**config.mk**
```make
export PLATFORM = sky130hd
export DESIGN_NAME = lif_neuron_scheduler
export DESIGN_NICKNAME = d
export VERILOG_FILES = /design/src/rtl/lif_sched_pkg.sv /design/src/rtl/lif_neuron_scheduler_update.sv /design/src/rtl/lif_neuron_scheduler.sv
export SDC_FILE = /design/constraint.sdc
export NUM_CORES = 1
export LEC_CHECK = 0
export CAP_MARGIN = 30
export CORE_MARGIN = 5
export CORE_UTILIZATION = 38
export CTS_CLUSTER_DIAMETER = 40
export DETAILED_ROUTE_END_ITERATION = 16
export HOLD_SLACK_MARGIN = 0.08
export PLACE_DENSITY = 0.67
export SLEW_MARGIN = 30
export SYNTH_ARGS = -nofsm -noshare
export SYNTH_HDL_FRONTEND = slang
export SYNTH_SLANG_ARGS = --single-unit
```
**constraint.sdc**
```tcl
create_clock -name clk -period 7 [get_ports clk]
set_input_delay 1.4 -clock clk [delete_from_list [all_inputs] [get_ports clk]]
set_output_delay 1.4 -clock clk [all_outputs]
set_load 0.005 [all_outputs]
```
**src/rtl/lif_sched_pkg.sv**
```systemverilog
// -----------------------------------------------------------------------------
// lif_sched_pkg
// Shared definitions for the time-multiplexed LIF neuron scheduler:
//   - lif_state_e : sweep controller states
//   - DEF_*       : default parameter values for the scheduler and update rule
//   - idx_width() : bits needed to index n items (minimum 1)
// -----------------------------------------------------------------------------
package lif_sched_pkg;

    typedef enum logic [2:0] {
        ST_IDLE    = 3'd0,
        ST_CAPTURE = 3'd1,
        ST_READ    = 3'd2,
        ST_WRITE   = 3'd3,
        ST_DONE    = 3'd4
    } lif_state_e;

    localparam int DEF_N_NEURONS  = 32'sd4;
    localparam int DEF_W          = 32'sd8;
    localparam int DEF_THRESHOLD  = 32'sd200;
    localparam int DEF_LEAK_SHIFT = 32'sd3;
    localparam int DEF_REFRAC     = 32'sd2;

    // Smallest width that can hold values 0..n-1; never below one bit so that
    // degenerate sizes still produce legal vectors.
    function automatic int idx_width(input int n);
        int w;
        w = 32'sd1;
        while ((32'sd1 << w) < n) begin
            w = w + 32'sd1;
        end
        return w;
    endfunction

endpackage

```
**src/rtl/lif_neuron_scheduler_update.sv**
```systemverilog
// -----------------------------------------------------------------------------
// lif_update
// Purely combinational leaky-integrate-and-fire rule for one neuron.
//   i_v      : stored membrane potential
//   i_i      : synaptic current for this sweep
//   i_refrac : remaining refractory sweeps
//   o_v      : new membrane potential
//   o_refrac : new refractory count
//   o_spike  : neuron fires this sweep
// -----------------------------------------------------------------------------
module lif_update
    import lif_sched_pkg::*;
#(
    parameter int W          = DEF_W,
    parameter int THRESHOLD  = DEF_THRESHOLD,
    parameter int LEAK_SHIFT = DEF_LEAK_SHIFT,
    parameter int REFRAC     = DEF_REFRAC,
    parameter int RW         = idx_width(DEF_REFRAC + 32'sd1)
)(
    input  logic [W-1:0]  i_v,
    input  logic [W-1:0]  i_i,
    input  logic [RW-1:0] i_refrac,
    output logic [W-1:0]  o_v,
    output logic [RW-1:0] o_refrac,
    output logic          o_spike
);

    localparam logic [W:0]    THRESH_EXT  = (W+1)'(THRESHOLD);
    localparam logic [RW-1:0] REFRAC_LOAD = RW'(REFRAC);

    logic [W-1:0] w_leak;
    logic [W:0]   w_sum;
    logic [W-1:0] w_sat;

    // Leak, integrate and saturate; one extra bit catches V - leak + I overflow.
    always_comb begin
        w_leak = i_v >> LEAK_SHIFT;
        w_sum  = {1'b0, i_v} - {1'b0, w_leak} + {1'b0, i_i};
        if (w_sum[W]) begin
            w_sat = {W{1'b1}};
        end else begin
            w_sat = w_sum[W-1:0];
        end
    end

    // Refractory neurons are clamped to zero and ignore input; otherwise fire
    // on the saturated sum reaching threshold.
    always_comb begin
        o_v      = w_sat;
        o_refrac = {RW{1'b0}};
        o_spike  = 1'b0;
        if (i_refrac != {RW{1'b0}}) begin
            o_v      = {W{1'b0}};
            o_refrac = i_refrac - RW'(1);
            o_spike  = 1'b0;
        end else if ({1'b0, w_sat} >= THRESH_EXT) begin
            o_v      = {W{1'b0}};
            o_refrac = REFRAC_LOAD;
            o_spike  = 1'b1;
        end else begin
            o_v      = w_sat;
            o_refrac = {RW{1'b0}};
            o_spike  = 1'b0;
        end
    end

endmodule

```
**src/rtl/lif_neuron_scheduler.sv**
```systemverilog
// -----------------------------------------------------------------------------
// lif_neuron_scheduler
// Shares one LIF update datapath across N_NEURONS virtual neurons. Each
// accepted tick runs one sweep: capture the synaptic bus, then READ/WRITE each
// neuron in index order, then publish the spike vector.
//   clk, reset  : clock, synchronous active-high reset
//   tick_valid  : sweep request; tick_ready is high only in IDLE
//   i_syn_bus   : synaptic currents, neuron k at [k*W +: W]
//   v_valid     : one-cycle strobe with v_idx / v_mem_out per neuron update
//   spike_vec   : spikes of the last completed sweep
//   sweep_done  : one-cycle pulse when spike_vec is refreshed
//   overrun     : sticky, a tick arrived while a sweep was in progress
// -----------------------------------------------------------------------------
module lif_neuron_scheduler
    import lif_sched_pkg::*;
#(
    parameter int N_NEURONS  = DEF_N_NEURONS,
    parameter int W          = DEF_W,
    parameter int THRESHOLD  = DEF_THRESHOLD,
    parameter int LEAK_SHIFT = DEF_LEAK_SHIFT,
    parameter int REFRAC     = DEF_REFRAC
)(
    input  logic                           clk,
    input  logic                           reset,
    input  logic                           tick_valid,
    output logic                           tick_ready,
    input  logic [N_NEURONS*W-1:0]         i_syn_bus,
    output logic                           v_valid,
    output logic [idx_width(N_NEURONS)-1:0] v_idx,
    output logic [W-1:0]                   v_mem_out,
    output logic [N_NEURONS-1:0]           spike_vec,
    output logic                           sweep_done,
    output logic                           overrun
);

    localparam int IDX_W = idx_width(N_NEURONS);
    localparam int RW    = idx_width(REFRAC + 32'sd1);
    localparam logic [IDX_W-1:0] LAST_IDX = IDX_W'(N_NEURONS - 32'sd1);

    lif_state_e         r_state;
    lif_state_e         w_state_next;
    logic [IDX_W-1:0]   r_idx;

    logic [W-1:0]       r_syn    [N_NEURONS];
    logic [W-1:0]       r_v_mem  [N_NEURONS];
    logic [RW-1:0]      r_refrac [N_NEURONS];

    logic [W-1:0]       r_rd_v;
    logic [W-1:0]       r_rd_i;
    logic [RW-1:0]      r_rd_refrac;

    logic [N_NEURONS-1:0] r_shadow;
    logic [N_NEURONS-1:0] r_spike_vec;
    logic                 r_sweep_done;
    logic                 r_v_valid;
    logic [IDX_W-1:0]     r_v_idx;
    logic [W-1:0]         r_v_mem_out;
    logic                 r_overrun;

    logic [W-1:0]       w_new_v;
    logic [RW-1:0]      w_new_refrac;
    logic               w_spike;

    lif_update #(
        .W          (W),
        .THRESHOLD  (THRESHOLD),
        .LEAK_SHIFT (LEAK_SHIFT),
        .REFRAC     (REFRAC),
        .RW         (RW)
    ) u_update (
        .i_v      (r_rd_v),
        .i_i      (r_rd_i),
        .i_refrac (r_rd_refrac),
        .o_v      (w_new_v),
        .o_refrac (w_new_refrac),
        .o_spike  (w_spike)
    );

    // Sweep sequencing: capture, alternate READ/WRITE per neuron, then publish.
    always_comb begin
        w_state_next = r_state;
        case (r_state)
            ST_IDLE: begin
                if (tick_valid) begin
                    w_state_next = ST_CAPTURE;
                end else begin
                    w_state_next = ST_IDLE;
                end
            end
            ST_CAPTURE: w_state_next = ST_READ;
            ST_READ:    w_state_next = ST_WRITE;
            ST_WRITE: begin
                if (r_idx == LAST_IDX) begin
                    w_state_next = ST_DONE;
                end else begin
                    w_state_next = ST_READ;
                end
            end
            ST_DONE:    w_state_next = ST_IDLE;
            default:    w_state_next = ST_IDLE;
        endcase
    end

    // State, neuron storage, datapath pipeline registers and registered outputs.
    always_ff @(posedge clk) begin
        if (reset) begin
            r_state      <= ST_IDLE;
            r_idx        <= {IDX_W{1'b0}};
            r_rd_v       <= {W{1'b0}};
            r_rd_i       <= {W{1'b0}};
            r_rd_refrac  <= {RW{1'b0}};
            r_shadow     <= {N_NEURONS{1'b0}};
            r_spike_vec  <= {N_NEURONS{1'b0}};
            r_sweep_done <= 1'b0;
            r_v_valid    <= 1'b0;
            r_v_idx      <= {IDX_W{1'b0}};
            r_v_mem_out  <= {W{1'b0}};
            r_overrun    <= 1'b0;
            for (int k = 0; k < N_NEURONS; k++) begin
                r_syn[k]    <= {W{1'b0}};
                r_v_mem[k]  <= {W{1'b0}};
                r_refrac[k] <= {RW{1'b0}};
            end
        end else begin
            r_state      <= w_state_next;
            r_v_valid    <= 1'b0;
            r_sweep_done <= 1'b0;
            // Ticks are not queued; a busy request only leaves a sticky mark.
            if (tick_valid && (r_state != ST_IDLE)) begin
                r_overrun <= 1'b1;
            end else begin
                r_overrun <= r_overrun;
            end
            case (r_state)
                ST_IDLE: begin
                    r_idx <= {IDX_W{1'b0}};
                end
                ST_CAPTURE: begin
                    // Freeze the bus so later input changes cannot leak into this sweep.
                    for (int k = 0; k < N_NEURONS; k++) begin
                        r_syn[k] <= i_syn_bus[k*W +: W];
                    end
                    r_shadow <= {N_NEURONS{1'b0}};
                    r_idx    <= {IDX_W{1'b0}};
                end
                ST_READ: begin
                    r_rd_v      <= r_v_mem[r_idx];
                    r_rd_i      <= r_syn[r_idx];
                    r_rd_refrac <= r_refrac[r_idx];
                end
                ST_WRITE: begin
                    r_v_mem[r_idx]  <= w_new_v;
                    r_refrac[r_idx] <= w_new_refrac;
                    r_shadow[r_idx] <= w_spike;
                    r_v_valid       <= 1'b1;
                    r_v_idx         <= r_idx;
                    r_v_mem_out     <= w_new_v;
                    if (r_idx != LAST_IDX) begin
                        r_idx <= r_idx + IDX_W'(1);
                    end else begin
                        r_idx <= r_idx;
                    end
                end
                ST_DONE: begin
                    // Spikes become visible together, only once the sweep is complete.
                    r_spike_vec  <= r_shadow;
                    r_sweep_done <= 1'b1;
                end
                default: begin
                    r_idx <= {IDX_W{1'b0}};
                end
            endcase
        end
    end

    assign tick_ready = (r_state == ST_IDLE);
    assign v_valid    = r_v_valid;
    assign v_idx      = r_v_idx;
    assign v_mem_out  = r_v_mem_out;
    assign spike_vec  = r_spike_vec;
    assign sweep_done = r_sweep_done;
    assign overrun    = r_overrun;

endmodule
```
==> run_results.csv <==
group,metric,value,unit
run_status,status,"complete, no violations",
final_layout,syn_to_final_growth,23.76,%
grt,grtUsageMet3,3.669,%
worst_setup_path,crit_start,"reset",
timing,relSlewSlack,51.42,%
cts,post_cts_buffers,0,
grt,use_met1,18.75,%
worst_setup_path,startpoint_type,"primary input",
synth,synth_top_area_cell,"edfxtp_1",
cts,cts_buffers,17,
synth,yosysTopAreaCellShare,39.91,%
grt,grt_max_degree,40,
synth,synthTopCellsByArea,"edfxtp_1 (40%), dfxtp_1 (16%), mux4_2 (7.5%)",
floorplan,core,13930,um2
route,drtAntennaViolNets,0,
final_layout,nets,585,
timing,fin_crit,3.456,ns
worst_setup_path,cp-endpoint,"r_v_mem[0][6]",
synth,ys_seq_area_share,56.17,%
floorplan,ios,53,
route,vias_per_cell,4.990,
cts,cts_root_buf,"clkbuf_16",
synth,synth_edf_count,72,
synth,synthFlopType,"edfxtp_1",
grt,grtUsageTotal,15.42,%
worst_setup_path,setup.worst_path.end_class,"flop",
power_and_ir_drop,p_leak,0.002489,uW
grt,grt_busiest_layer,"met2",
grt,grt_pass1_wl,19510,um
worst_hold_path,worstHoldPathType,"flop to flop",
floorplan,rows,43,
timing,clock.fmax,0.2894,GHz
synth,ys_warn_count,0,
cts,cts_tree,"built",
grt,grt_overflow,0,
worst_setup_path,cp.required,7.04,ns
timing,finClkSkew,0.01156,ns
worst_setup_path,critPathMaxFanout,39,
synth,async_flop_share,0,%
cts,clkTransAtPathRegs,0.05,ns
placement,placed_area,6110,um2
cts,cts_hold_buffers,0,
cts,post_cts.resized_instances,0,
route,vias,3603,
timing,finalSetupTns,0,ns
floorplan,die_w,129.4,um
placement,dp.cells,690,
power_and_ir_drop,total_power,1901,uW
final_layout,layout-drive-gt1-share,12.18,%
cts,cts_sinks,116,
worst_setup_path,crit_type,"primary input to flop",
timing,finalSetupViolCount,0,
final_layout,multi_input_area,2153,um2
power_and_ir_drop,p_per_area,283.4,nW/um2
worst_setup_path,rr_startpoint,"r_rd_v[1]",
worst_setup_path,reg2regPathDepth,11,
timing,hold_ws,0.4499,ns
final_layout,stdcell_count,722,
power_and_ir_drop,ir_drop,0.1511,mV
grt,antenna_found_initial,0,
worst_hold_path,min_from,"v_mem_out[6]",
route,wl_per_cell,16.24,um
timing,slew_viol_final,0,
route,first_pass_iters,5,
final_layout,seqCellArea,3043,um2
synth,synthesis.area,5418,um2
cts,htreeDepth,4,
synth,syn_nets,531,
synth,synth_cell_types,45,
route,drt_iter0_drc,213,
floorplan,die_h,129.4,um
grt,grt_pass1_vias,3879,
placement,hpwl,8390,um
final_layout,diodes,0,
job,cap_violations,0,
final_layout,fin_area,6705,um2
synth,syn_inst,475,
grt,grtUsageMet2,26.31,%
route,route.detailed.drc,0,
placement,gp_congestion,0.8223,
floorplan,fp.dieArea,16750,um2
worst_setup_path,worst_ep_arrival_time,3.50,ns
worst_setup_path,worst_r2r_endpoint,"r_refrac[1][1]",
synth,synth_seq_cells,116,
timing,fin_crit_sh,49.37,%
timing,hold_viol,0,
timing,rsz0062_at_grt,"false",
worst_setup_path,rrSetupSlack,3.56,ns
timing,worst_pin_slew,0.7261,ns
floorplan,initial_core_util,38.88,%
route,routed_wl,11730,um
cts,cts_buffer_depth,2,
placement,port-buffer-count,52,
cts,clock_latency,0.41,ns
synth,syn_area_per_cell,11.41,um2
synth,synth_common_cells,"edfxtp_1 (72), nand2_1 (61), nor2_1 (46)",
final_layout,fill_cells,1204,
synth,yosysMostFrequentCell,"edfxtp_1",
worst min-delay path by stage:
stage / slack, ns / to / cells past startpoint
after CTS: 0.45 / v_mem_out[6] / 2
after floorplan: 0.44 / r_rd_i[0] / 2
after global placement: 0.44 / v_mem_out[4] / 1
final: 0.45 / v_mem_out[6] / 2
after global routing: 0.48 / v_mem_out[4] / 1
after detailed placement: 0.44 / v_mem_out[6] / 2
kinds of logic after synthesis:
logic type                 after synthesis  share of synthesized area (%)
muxes                                   22                          8.222
AOI/OAI and AO/OA                       63                          7.483
and+or+nand+nor                        185                          16.58
xor gates and xnor gates                 9                          1.732
adders and majority gates               21                          5.543
DFF                                    116                          56.17
buffers and inverters                   59                          4.272
per-layer routing:
| metal | part of all wire, % | wire length [um] | vias up |
|---|---|---|---|
| li1 | - | - | 1758 |
| met3 | 4.7 | 548 | 12 |
| met4 | 1.3 | 148 | 0 |
| met5 | 0 | 0 | - |
| met1 | 44 | 5110 | 1757 |
| met2 | 50 | 5921 | 76 |
cell type report:
cell class              count  share of cell area, %
flip-flops and latches    116                  45.38
clock inverters             4                 0.6344
well taps                 180                  3.359
repair buffers             56                  8.210
clock buffers              28                  8.173
multi-input cells         300                  32.11
inverters                  38                  2.127
cell usage in the layout, fill, tap and decap left out, drive strengths merged:
| cell | instances |
|---|---|
| buf | 4 |
| clkdlybuf4s50 | 52 |
| edfxtp | 72 |
| nor3b | 1 |
| mux2i | 4 |
| dfxtp | 44 |
| a31o | 1 |
| bufinv | 1 |
| nor3 | 11 |
| o21ai | 12 |
| xor2 | 3 |
| nand3 | 9 |
| a22o | 2 |
| mux4 | 18 |
| ha | 16 |
| nand2 | 61 |
| or4 | 2 |
| o21ba | 1 |
| nand2b | 5 |
| clkbuf | 28 |
| xnor2 | 6 |
| a31oi | 2 |
| a21o | 2 |
| nor2b | 1 |
| nor2 | 46 |
| a21oi | 34 |
| or3 | 5 |
| o31ai | 4 |
| fa | 5 |
| clkinv | 3 |
| a211oi | 3 |
| nand3b | 1 |
| and3 | 8 |
| o21a | 1 |
| and2 | 35 |
| inv | 38 |
| o21bai | 1 |
stage by stage:
stage / utilization [%] / setup slack, ns
after CTS: 48.08 / 3.562
after global routing: 48.12 / 3.310
final: 48.12 / 3.544
after floorplan: - / 3.933
after global placement: 43.84 / 3.255
after detailed placement: 43.84 / 3.153
report_power, final:
part / internal [uW] / leakage [uW] / switching (uW) / total, uW
combinational: 113 / 0.00109 / 168 / 282
sequential: 759 / 0.00111 / 14.1 / 773
clock: 563 / 0.000291 / 283 / 846
total: 1430 / 0.00249 / 466 / 1900
worst max-delay path, cell delays in order:
cell             delay [ns]
clkdlybuf4s50_1        0.40
buf_4                  0.26
nor2_1                 0.16
nand3_1                0.25
inv_1                  0.26
nand3_1                0.26
nand2b_1               0.48
registers in the layout (all words and copies together), names as in the netlist, 2 cells and up:
name,count
spike_vec,4
r_shadow,4
r_refrac,8
r_rd_refrac,2
r_state,3
r_rd_i,8
v_mem_out,8
v_idx,2
r_rd_v,8
r_idx,2
r_v_mem,32
r_syn,32
No activity file was read; power rests on OpenSTA's default activity.
